## config.mk

```make
export PLATFORM = sky130hd
export DESIGN_NAME = ram64_fifo_ctrl
export DESIGN_NICKNAME = d
export VERILOG_FILES = /design/src/rtl/ram64_fifo_pkg.sv /design/src/rtl/ram64_fifo_ptr.sv /design/src/rtl/ram64_fifo_ctrl.sv
export SDC_FILE = /design/constraint.sdc
export NUM_CORES = 1
export LEC_CHECK = 0
export ABC_AREA = 1
export CORE_ASPECT_RATIO = 1.4
export CORE_UTILIZATION = 44
export DETAILED_ROUTE_END_ITERATION = 6
export GPL_ROUTABILITY_DRIVEN = 0
export GPL_TIMING_DRIVEN = 0
export PLACE_DENSITY = 0.95
export REMOVE_ABC_BUFFERS = 1
export SLEW_MARGIN = 20
export SYNTH_ARGS = -nofsm -noshare
export SYNTH_HDL_FRONTEND = slang
export SYNTH_HIERARCHICAL = 1
export SYNTH_SLANG_ARGS = --single-unit
export TNS_END_PERCENT = 5
```

## constraint.sdc

```tcl
create_clock -name CLK -period 6.6 [get_ports CLK]
set_input_delay 0.66 -clock CLK [delete_from_list [all_inputs] [get_ports CLK]]
set_output_delay 0.66 -clock CLK [all_outputs]
set_load 0.05 [all_outputs]
```

## src/rtl/ram64_fifo_pkg.sv

```systemverilog
// ram64_fifo_pkg
// Shared sizing and types for the 64-deep distributed-RAM FIFO controller.
//   FIFO_DEPTH : number of words held by the 64x1 RAM bank
//   PTR_W      : RAM address width (A5..A0 / DPRA5..DPRA0)
//   CNT_W      : occupancy width, holds 0..64
package ram64_fifo_pkg;
   localparam int FIFO_DEPTH = 64;
   localparam int PTR_W      = 6;
   localparam int CNT_W      = 7;

   typedef logic [PTR_W-1:0] ptr_t;
   typedef logic [CNT_W-1:0] cnt_t;
endpackage

```

## src/rtl/ram64_fifo_ptr.sv

```systemverilog
// ram64_fifo_ptr
// 6-bit wrapping RAM address pointer; used once for the write side and once
// for the read side of the FIFO.
//   clk_i  : clock, rising edge
//   rst_i  : synchronous active-high reset, pointer returns to 0
//   inc_i  : advance pointer by one (63 wraps to 0)
//   ptr_o  : registered pointer value
module ram64_fifo_ptr
   import ram64_fifo_pkg::*;
(
   input  logic clk_i,
   input  logic rst_i,
   input  logic inc_i,
   output ptr_t ptr_o
);

   ptr_t ptr_q, ptr_d;

   // Natural 6-bit overflow provides the mod-64 wrap.
   always_comb begin
      ptr_d = ptr_q;
      if (inc_i) ptr_d = ptr_q + ptr_t'(1);
   end

   always_ff @(posedge clk_i) begin
      if (rst_i) ptr_q <= '0;
      else       ptr_q <= ptr_d;
   end

   assign ptr_o = ptr_q;

endmodule

```

## src/rtl/ram64_fifo_ctrl.sv

```systemverilog
// ram64_fifo_ctrl
// Rising-edge controller that turns a bank of WIDTH 64x1 dual-port
// distributed RAMs (falling-edge write, asynchronous read) into a 64-deep
// first-word-fall-through FIFO. The RAM bank lives in the parent.
//   CLK, RST          : clock (rising edge) and synchronous active-high reset
//   WR_EN, DIN        : push request and data
//   RD_EN             : pop request, consumes the word on DOUT
//   DOUT              : head of FIFO, straight from RAM_DPO
//   FULL, EMPTY, COUNT: occupancy status, decoded from the registered count
//   OVERFLOW/UNDERFLOW: sticky rejected-push / rejected-pop flags
//   RAM_A, RAM_DPRA   : write / read pointers to the RAM bank
//   RAM_WE, RAM_D     : RAM write strobe and data (combinational)
//   RAM_DPO           : RAM dual-port read data
//   ALMOST_FULL/EMPTY : registered thresholds, only built when the macro
//                       RAM64_FIFO_ALMOST_EN is defined; constant 0 otherwise
module ram64_fifo_ctrl
   import ram64_fifo_pkg::*;
#(
   parameter int WIDTH    = 8,
   parameter int AF_LEVEL = 48,
   parameter int AE_LEVEL = 16
) (
   input  logic             CLK,
   input  logic             RST,
   input  logic             WR_EN,
   input  logic [WIDTH-1:0] DIN,
   input  logic             RD_EN,
   output logic [WIDTH-1:0] DOUT,
   output logic             FULL,
   output logic             EMPTY,
   output logic [6:0]       COUNT,
   output logic             OVERFLOW,
   output logic             UNDERFLOW,
   output logic [5:0]       RAM_A,
   output logic [5:0]       RAM_DPRA,
   output logic             RAM_WE,
   output logic [WIDTH-1:0] RAM_D,
   input  logic [WIDTH-1:0] RAM_DPO,
   output logic             ALMOST_FULL,
   output logic             ALMOST_EMPTY
);

   localparam cnt_t FULL_C = cnt_t'(FIFO_DEPTH);

   cnt_t count_q, count_d;
   logic ovf_q, ovf_d;
   logic unf_q, unf_d;
   logic full, empty;
   logic push_ok, pop_ok;
   ptr_t wr_ptr, rd_ptr;

   // Status comes only from the registered count, never from this cycle's
   // requests, so a simultaneous push/pop at full or empty is resolved cleanly.
   assign full    = (count_q == FULL_C);
   assign empty   = (count_q == '0);
   assign push_ok = WR_EN & ~full;
   assign pop_ok  = RD_EN & ~empty;

   ram64_fifo_ptr u_wr_ptr (
      .clk_i (CLK),
      .rst_i (RST),
      .inc_i (push_ok),
      .ptr_o (wr_ptr)
   );

   ram64_fifo_ptr u_rd_ptr (
      .clk_i (CLK),
      .rst_i (RST),
      .inc_i (pop_ok),
      .ptr_o (rd_ptr)
   );

   always_comb begin
      count_d = count_q;
      case ({push_ok, pop_ok})
         2'b10:   count_d = count_q + cnt_t'(1);
         2'b01:   count_d = count_q - cnt_t'(1);
         default: count_d = count_q;
      endcase
      ovf_d = ovf_q | (WR_EN & full);
      unf_d = unf_q | (RD_EN & empty);
   end

   always_ff @(posedge CLK) begin
      if (RST) begin
         count_q <= '0;
         ovf_q   <= 1'b0;
         unf_q   <= 1'b0;
      end else begin
         count_q <= count_d;
         ovf_q   <= ovf_d;
         unf_q   <= unf_d;
      end
   end

`ifdef RAM64_FIFO_ALMOST_EN
   localparam cnt_t AF_C = cnt_t'(AF_LEVEL);
   localparam cnt_t AE_C = cnt_t'(AE_LEVEL);

   logic af_q, ae_q;

   // Thresholds look at the next count so they move on the same edge as COUNT.
   always_ff @(posedge CLK) begin
      if (RST) begin
         af_q <= 1'b0;
         ae_q <= 1'b1;
      end else begin
         af_q <= (count_d >= AF_C);
         ae_q <= (count_d <= AE_C);
      end
   end

   assign ALMOST_FULL  = af_q;
   assign ALMOST_EMPTY = ae_q;
`else
   assign ALMOST_FULL  = 1'b0;
   assign ALMOST_EMPTY = 1'b0;
`endif

   // The RAM samples A/D/WE on the falling edge of this same cycle.
   assign RAM_WE    = push_ok;
   assign RAM_D     = DIN;
   assign RAM_A     = wr_ptr;
   assign RAM_DPRA  = rd_ptr;
   assign DOUT      = RAM_DPO;

   assign COUNT     = count_q;
   assign FULL      = full;
   assign EMPTY     = empty;
   assign OVERFLOW  = ovf_q;
   assign UNDERFLOW = unf_q;

endmodule

```

Yosys cells after proc, flatten, opt, wreduce, memory -nomap -nowiden
Cells that the tools add are included.

cells by class
  $add $sub $neg = 4
  $mul = 0
  divide/modulo/power cells = 0
  magnitude comparators = 0
  equal/unequal tests = 3
  shifts and indexed selects = 0
  multiplexer cells = 1
  bitwise operators = 8
  reductions and logical operators = 2

operators with widths
  operator               number
  $pmux W7 S2            1
  $add A6 B1 Y6 const B  2
  $add A7 B1 Y7 const B  1
  $eq A7 B7 Y1 const B   1
  $logic_not A7 Y1       1
  $sub A7 B1 Y7 const B  1
  $and A1 B1 Y1          4
  $eq A2 B1 Y1 const B   1
  $eq A2 B2 Y1 const B   1
  $not A1 Y1             2
  $or A1 B1 Y1           2
  $reduce_bool A2 Y1     1

storage, ports and cells
  register bits = 21
  latch bits = 0
  bits in writable memories = 0
  ROM bits = 0
  input bits = 20
  output and inout bits = 42
  word-level logic and storage cells = 23
  memories kept = 0

Logic depth before layout (Yosys ltp)
  depth after elaboration = 5
  depth in mapped cells = 16
  gate-level depth less buffers = 16

Cells and area by module
The synthesis kept the hierarchy.

by module, submodules not included
  module           times used  cells each  area an instance (µm²)
  ram64_fifo_ctrl  1           122         812.0
  ram64_fifo_ptr   2           36          261.5

Worst setup path after synthesis
Ideal clock, no wire load.

  path type = register to register
  start = register count_q[4], in the netlist COUNT[4]
  end = register count_q[3], in the netlist COUNT[3]
  library setup time = 117 ps
  data arrival time = 3,490 ps
  required time = 6,483 ps
  path slack = 2,993 ps
  cell stages (with the launch flop) = 12
  clock period less this slack = 3,607 ps
  cells stage by stage = dfxtp_1 > nor2_1 > inv_1 > nor3_1 > nor2_1 > ha_1 > ha_1 > or2_4 > nand3_1 > nand3_1 > o211ai_1 > inv_1

on the way
  longest elaborated chain between the ends = 5
  elaborated cells on any way between the ends = 10
  classes of those cells = 3 x eq/ne; 1 x mux; 4 x bitwise; 2 x reduce/logical

ends and longest elaborated chain
  what                                               RTL line               source
  start, declared                                    ram64_fifo_ctrl.sv:45  cnt_t count_q, count_d;
  start signal, assigned                             ram64_fifo_ctrl.sv:90  count_q <= count_d;
  $logic_not A7 Y1 (*)                               ram64_fifo_ctrl.sv:55  assign empty = (count_q == '0);
  named net EMPTY                                    ram64_fifo_ctrl.sv:30  output logic EMPTY,
  $not A1 Y1 (*)                                     ram64_fifo_ctrl.sv:57  assign pop_ok = RD_EN & ~empty;
  $and A1 B1 Y1 (*)                                  ram64_fifo_ctrl.sv:57
  named net pop_ok                                   ram64_fifo_ctrl.sv:49  logic push_ok, pop_ok;
  $eq A2 B1 Y1 or $eq A2 B2 Y1 (tied branches)       ram64_fifo_ctrl.sv:75  case ({push_ok, pop_ok})
  $pmux W7 S2 or $reduce_bool A2 Y1 (tied branches)  -

The timed path passes the listed nets; every way through them passes the cells marked *.
A chain may end at the register's enable or synchronous reset.

Worst setup path after layout
  start = input WR_EN
  end = output RAM_WE

on the way
  longest elaborated chain between the ends = 1

ends and longest elaborated chain
  what             RTL line               source
  start, declared  ram64_fifo_ctrl.sv:25  input logic WR_EN,
  $and A1 B1 Y1    ram64_fifo_ctrl.sv:56  assign push_ok = WR_EN & ~full;
  end, declared    ram64_fifo_ctrl.sv:36  output logic RAM_WE,

No other way between the ends.

==> flow_metrics.env <==
export IMPL_synthXorXnorAreaFrac=0.0131
export IMPL_switching_share=0.514
export IMPL_r2r_start="COUNT[1]$_SDFFE_PP0P_"
export IMPL_vias_per_cell=5.00
export IMPL_syn_area_per_cell_um2=6.88
export IMPL_post_cts_buffers=0
export IMPL_core_area_mm2=0.00288
export IMPL_start_util=0.464
export IMPL_status="completed"
export IMPL_synthTopCellsByArea="dfxtp_1 (31%), buf_4 (10%), nand2_1 (9.8%)"
export IMPL_rsz0062_at_grt="no"
export IMPL_yosysWarnings=6
export IMPL_required_ns=5.94
export IMPL_rows=23
export IMPL_multi_input_area_um2=659
export IMPL_rrSetupSlack_ns=3.76
export IMPL_internal_power_mw=0.346
export IMPL_ant_nets=0
export IMPL_max_slew_worst_pin_slew_ns=0.577
export IMPL_setup_violations_final=0
export IMPL_clkSinkCount=21
export IMPL_worst_clock_skew_ns=0.00227
export IMPL_grt_pass1_wl_mm=4.68
export IMPL_cts_tree="built"
export IMPL_max_vdd_ir_drop_mv=0.213
export IMPL_min_path_cells=2
export IMPL_drtPass1Iterations=4
export IMPL_synth_edf_count=0
export IMPL_critical_path_class="input port to output port"
export IMPL_grtUsageTotal=0.189
export IMPL_period_minus_slack_ns=3.22
export IMPL_slew_headroom=0.614
export IMPL_p_seq_frac=0.263
export IMPL_synth_compound_area_share=0.0993
export IMPL_synth_simple_area_share=0.286
export IMPL_tns_ns=0
export IMPL_holdCritStartpoint="UNDERFLOW$_SDFF_PP0_"
export IMPL_cp_arrival_ns=2.56
export IMPL_synthAdderAreaFrac=0.0900
export IMPL_critical_path_max_fanout=9
export IMPL_holdBufCountCts=0
export IMPL_grt_pass1_vias=1087
export IMPL_synthMuxAreaShare=0
export IMPL_clk_latency_ns=0.26
export IMPL_finalCritPeriodShare=0.487
export IMPL_diodes=0
export IMPL_cts_buffer_depth=2
export IMPL_syn_cell_area_mm2=0.00134
export IMPL_report_final_slew_viol_count=0
export IMPL_clkSlewWorstSetupHoldPaths_ns=0.07
export IMPL_wl_per_cell_um=12.1
export IMPL_vias=1225
export IMPL_max_freq_ghz=0.311
export IMPL_p_leak_nw=0.716
export IMPL_synth_seq_cells=21
export IMPL_numPortBuffers=27
export IMPL_yosysTopAreaCell="dfxtp_1"
export IMPL_finalHoldViolCount=0
export IMPL_startpoint_type="input port"
export IMPL_cap_violations=0
export IMPL_htree_levels=1
export IMPL_pwr_share_comb=0.620
export IMPL_ys_seq_area_frac=0.315
export IMPL_p_clk_frac=0.117
export IMPL_synth_cells=194
export IMPL_cts_resized_gates=0
export IMPL_fin_hold_ws_ns=0.455
export IMPL_synth_top_family_by_area="simple AND/OR/NAND/NOR gates"
export IMPL_synth_flop_cell="dfxtp_1"
export IMPL_cts_root_buf="clkbuf_8"
export IMPL_die_area_mm2=0.00326
export IMPL_ios=62
export IMPL_n_fill_cell=275
export IMPL_p_switching_mw=0.366
export IMPL_area_growth_pct=17.2
export IMPL_drive_above_1_share=0.0721
export IMPL_hold_class="flop to flop"
export IMPL_powerDensity_mw_per_mm2=454
export IMPL_cp_end_kind="output port"
export IMPL_regArea_um2=420
export IMPL_synth_top_area_frac=0.315
export IMPL_wl_mm=2.95
export IMPL_dieWidth_um=48.6
export IMPL_dp_hpwl_mm=2.28
export IMPL_grt_overflow_total=0
export IMPL_drtIter0Drc=13
export IMPL_cts_buffers=3
export IMPL_finish_net_count=238
export IMPL_drc_errors=0
export IMPL_async_flop_share=0
export IMPL_place_area_mm2=0.00152
export IMPL_die_y_um=67.2
export IMPL_grt_max_degree=12
export IMPL_timing_rr_end="COUNT[4]$_SDFFE_PP0P_"
export IMPL_yosysUniqueCellTypes=23
export IMPL_hold_end="UNDERFLOW$_SDFF_PP0_"
export IMPL_fin_area_mm2=0.00157
export IMPL_reg2reg_depth=15
export IMPL_antenna_found_initial=0
## through the flow
step            util  power [mW]  std cells  setup WS (ns)
6_report       0.544       0.711        245           3.38
5_1_grt        0.544       0.768        245           3.32
4_1_cts        0.544       0.712        245           3.38
2_1_floorplan      -       0.509        177           2.99
3_3_place_gp   0.528       0.614        241           3.36
3_5_place_dp   0.528       0.628        241           3.33
## Yosys cell counts, drive strengths merged (2+ instances only)
master	number
nand4	3
dfxtp	21
nor3	2
or2	2
xnor2	2
o21ai	8
nand3	13
nand2	38
a21oi	17
inv	32
nor2	26
buf	18
ha	8
## area by class of cell
type,count,area share
Tap cell,37,0.0296
Sequential cell,21,0.269
Inverter,33,0.0791
Clock buffer,4,0.0288
Timing Repair Buffer,27,0.173
Multi-Input combinational cell,123,0.421
## worst max-delay path by stage
stage / to / cells after the start / from / slack (ns)
after detailed placement: COUNT[4]$_SDFFE_PP0P_ / 14 / RD_EN / 3.33
after global routing: RAM_WE / 4 / WR_EN / 3.32
after CTS: RAM_WE / 4 / WR_EN / 3.38
after global placement: RAM_WE / 4 / WR_EN / 3.36
after floorplan: COUNT[3]$_SDFFE_PP0P_ / 11 / COUNT[4]$_SDFFE_PP0P_ / 2.99
final: RAM_WE / 4 / WR_EN / 3.38
## placed cells by master, fill, tap and decap left out, types with 3 or more instances in the layout
cell type        netlist  layout
nand3_1               12      12
clkdlybuf4s50_1        0      27
o21ai_0                8       8
nor2_1                24      24
inv_2                  4       4
ha_1                   8       8
clkbuf_8               0       3
a21oi_1               17      17
inv_1                 28      28
dfxtp_1               21      21
nand2_2                3       3
nand4_1                3       3
nand2_1               35      35
## routing by layer
metal  vias up  global-route usage  wire length (um)
li1        621                   -                 -
met1       543               0.197              1240
met2        54               0.326              1420
met3         7              0.0721               226
met4         0              0.0993                69
met5         -              0.0500                 0
## flip-flops by register name, summed over array words and instances, names as in the netlist
name,count
OVERFLOW,1
UNDERFLOW,1
u_wr_ptr/ptr_o,6
COUNT,7
u_rd_ptr/ptr_o,6
## power by group through the flow
stage	Combinational [mW]	Clock, mW	Sequential, mW
6_report	0.441	0.0833	0.187
5_1_grt	0.482	0.0925	0.193
4_1_cts	0.441	0.0838	0.188
3_5_place_dp	0.438	0	0.190
3_3_place_gp	0.425	0	0.190
2_1_floorplan	0.227	0	0.282
## worst max-delay path, cell delays in order
cell and delay, ns:
clkdlybuf4s50_1 0.48, inv_1 0.04, nor2_1 0.46, clkdlybuf4s50_1 0.91
## cell families (layout without fill, tap and decap cells)
family	Yosys count	in the layout
buffers and inverters	51	64
AND/OR/NAND/NOR	84	84
XOR/XNOR	2	2
adder cells (fa/ha/maj)	9	9
AO/OA/AOI/OAI	26	26
flip-flops	21	21
other	1	2
No activity file was read; power rests on OpenSTA's default activity.
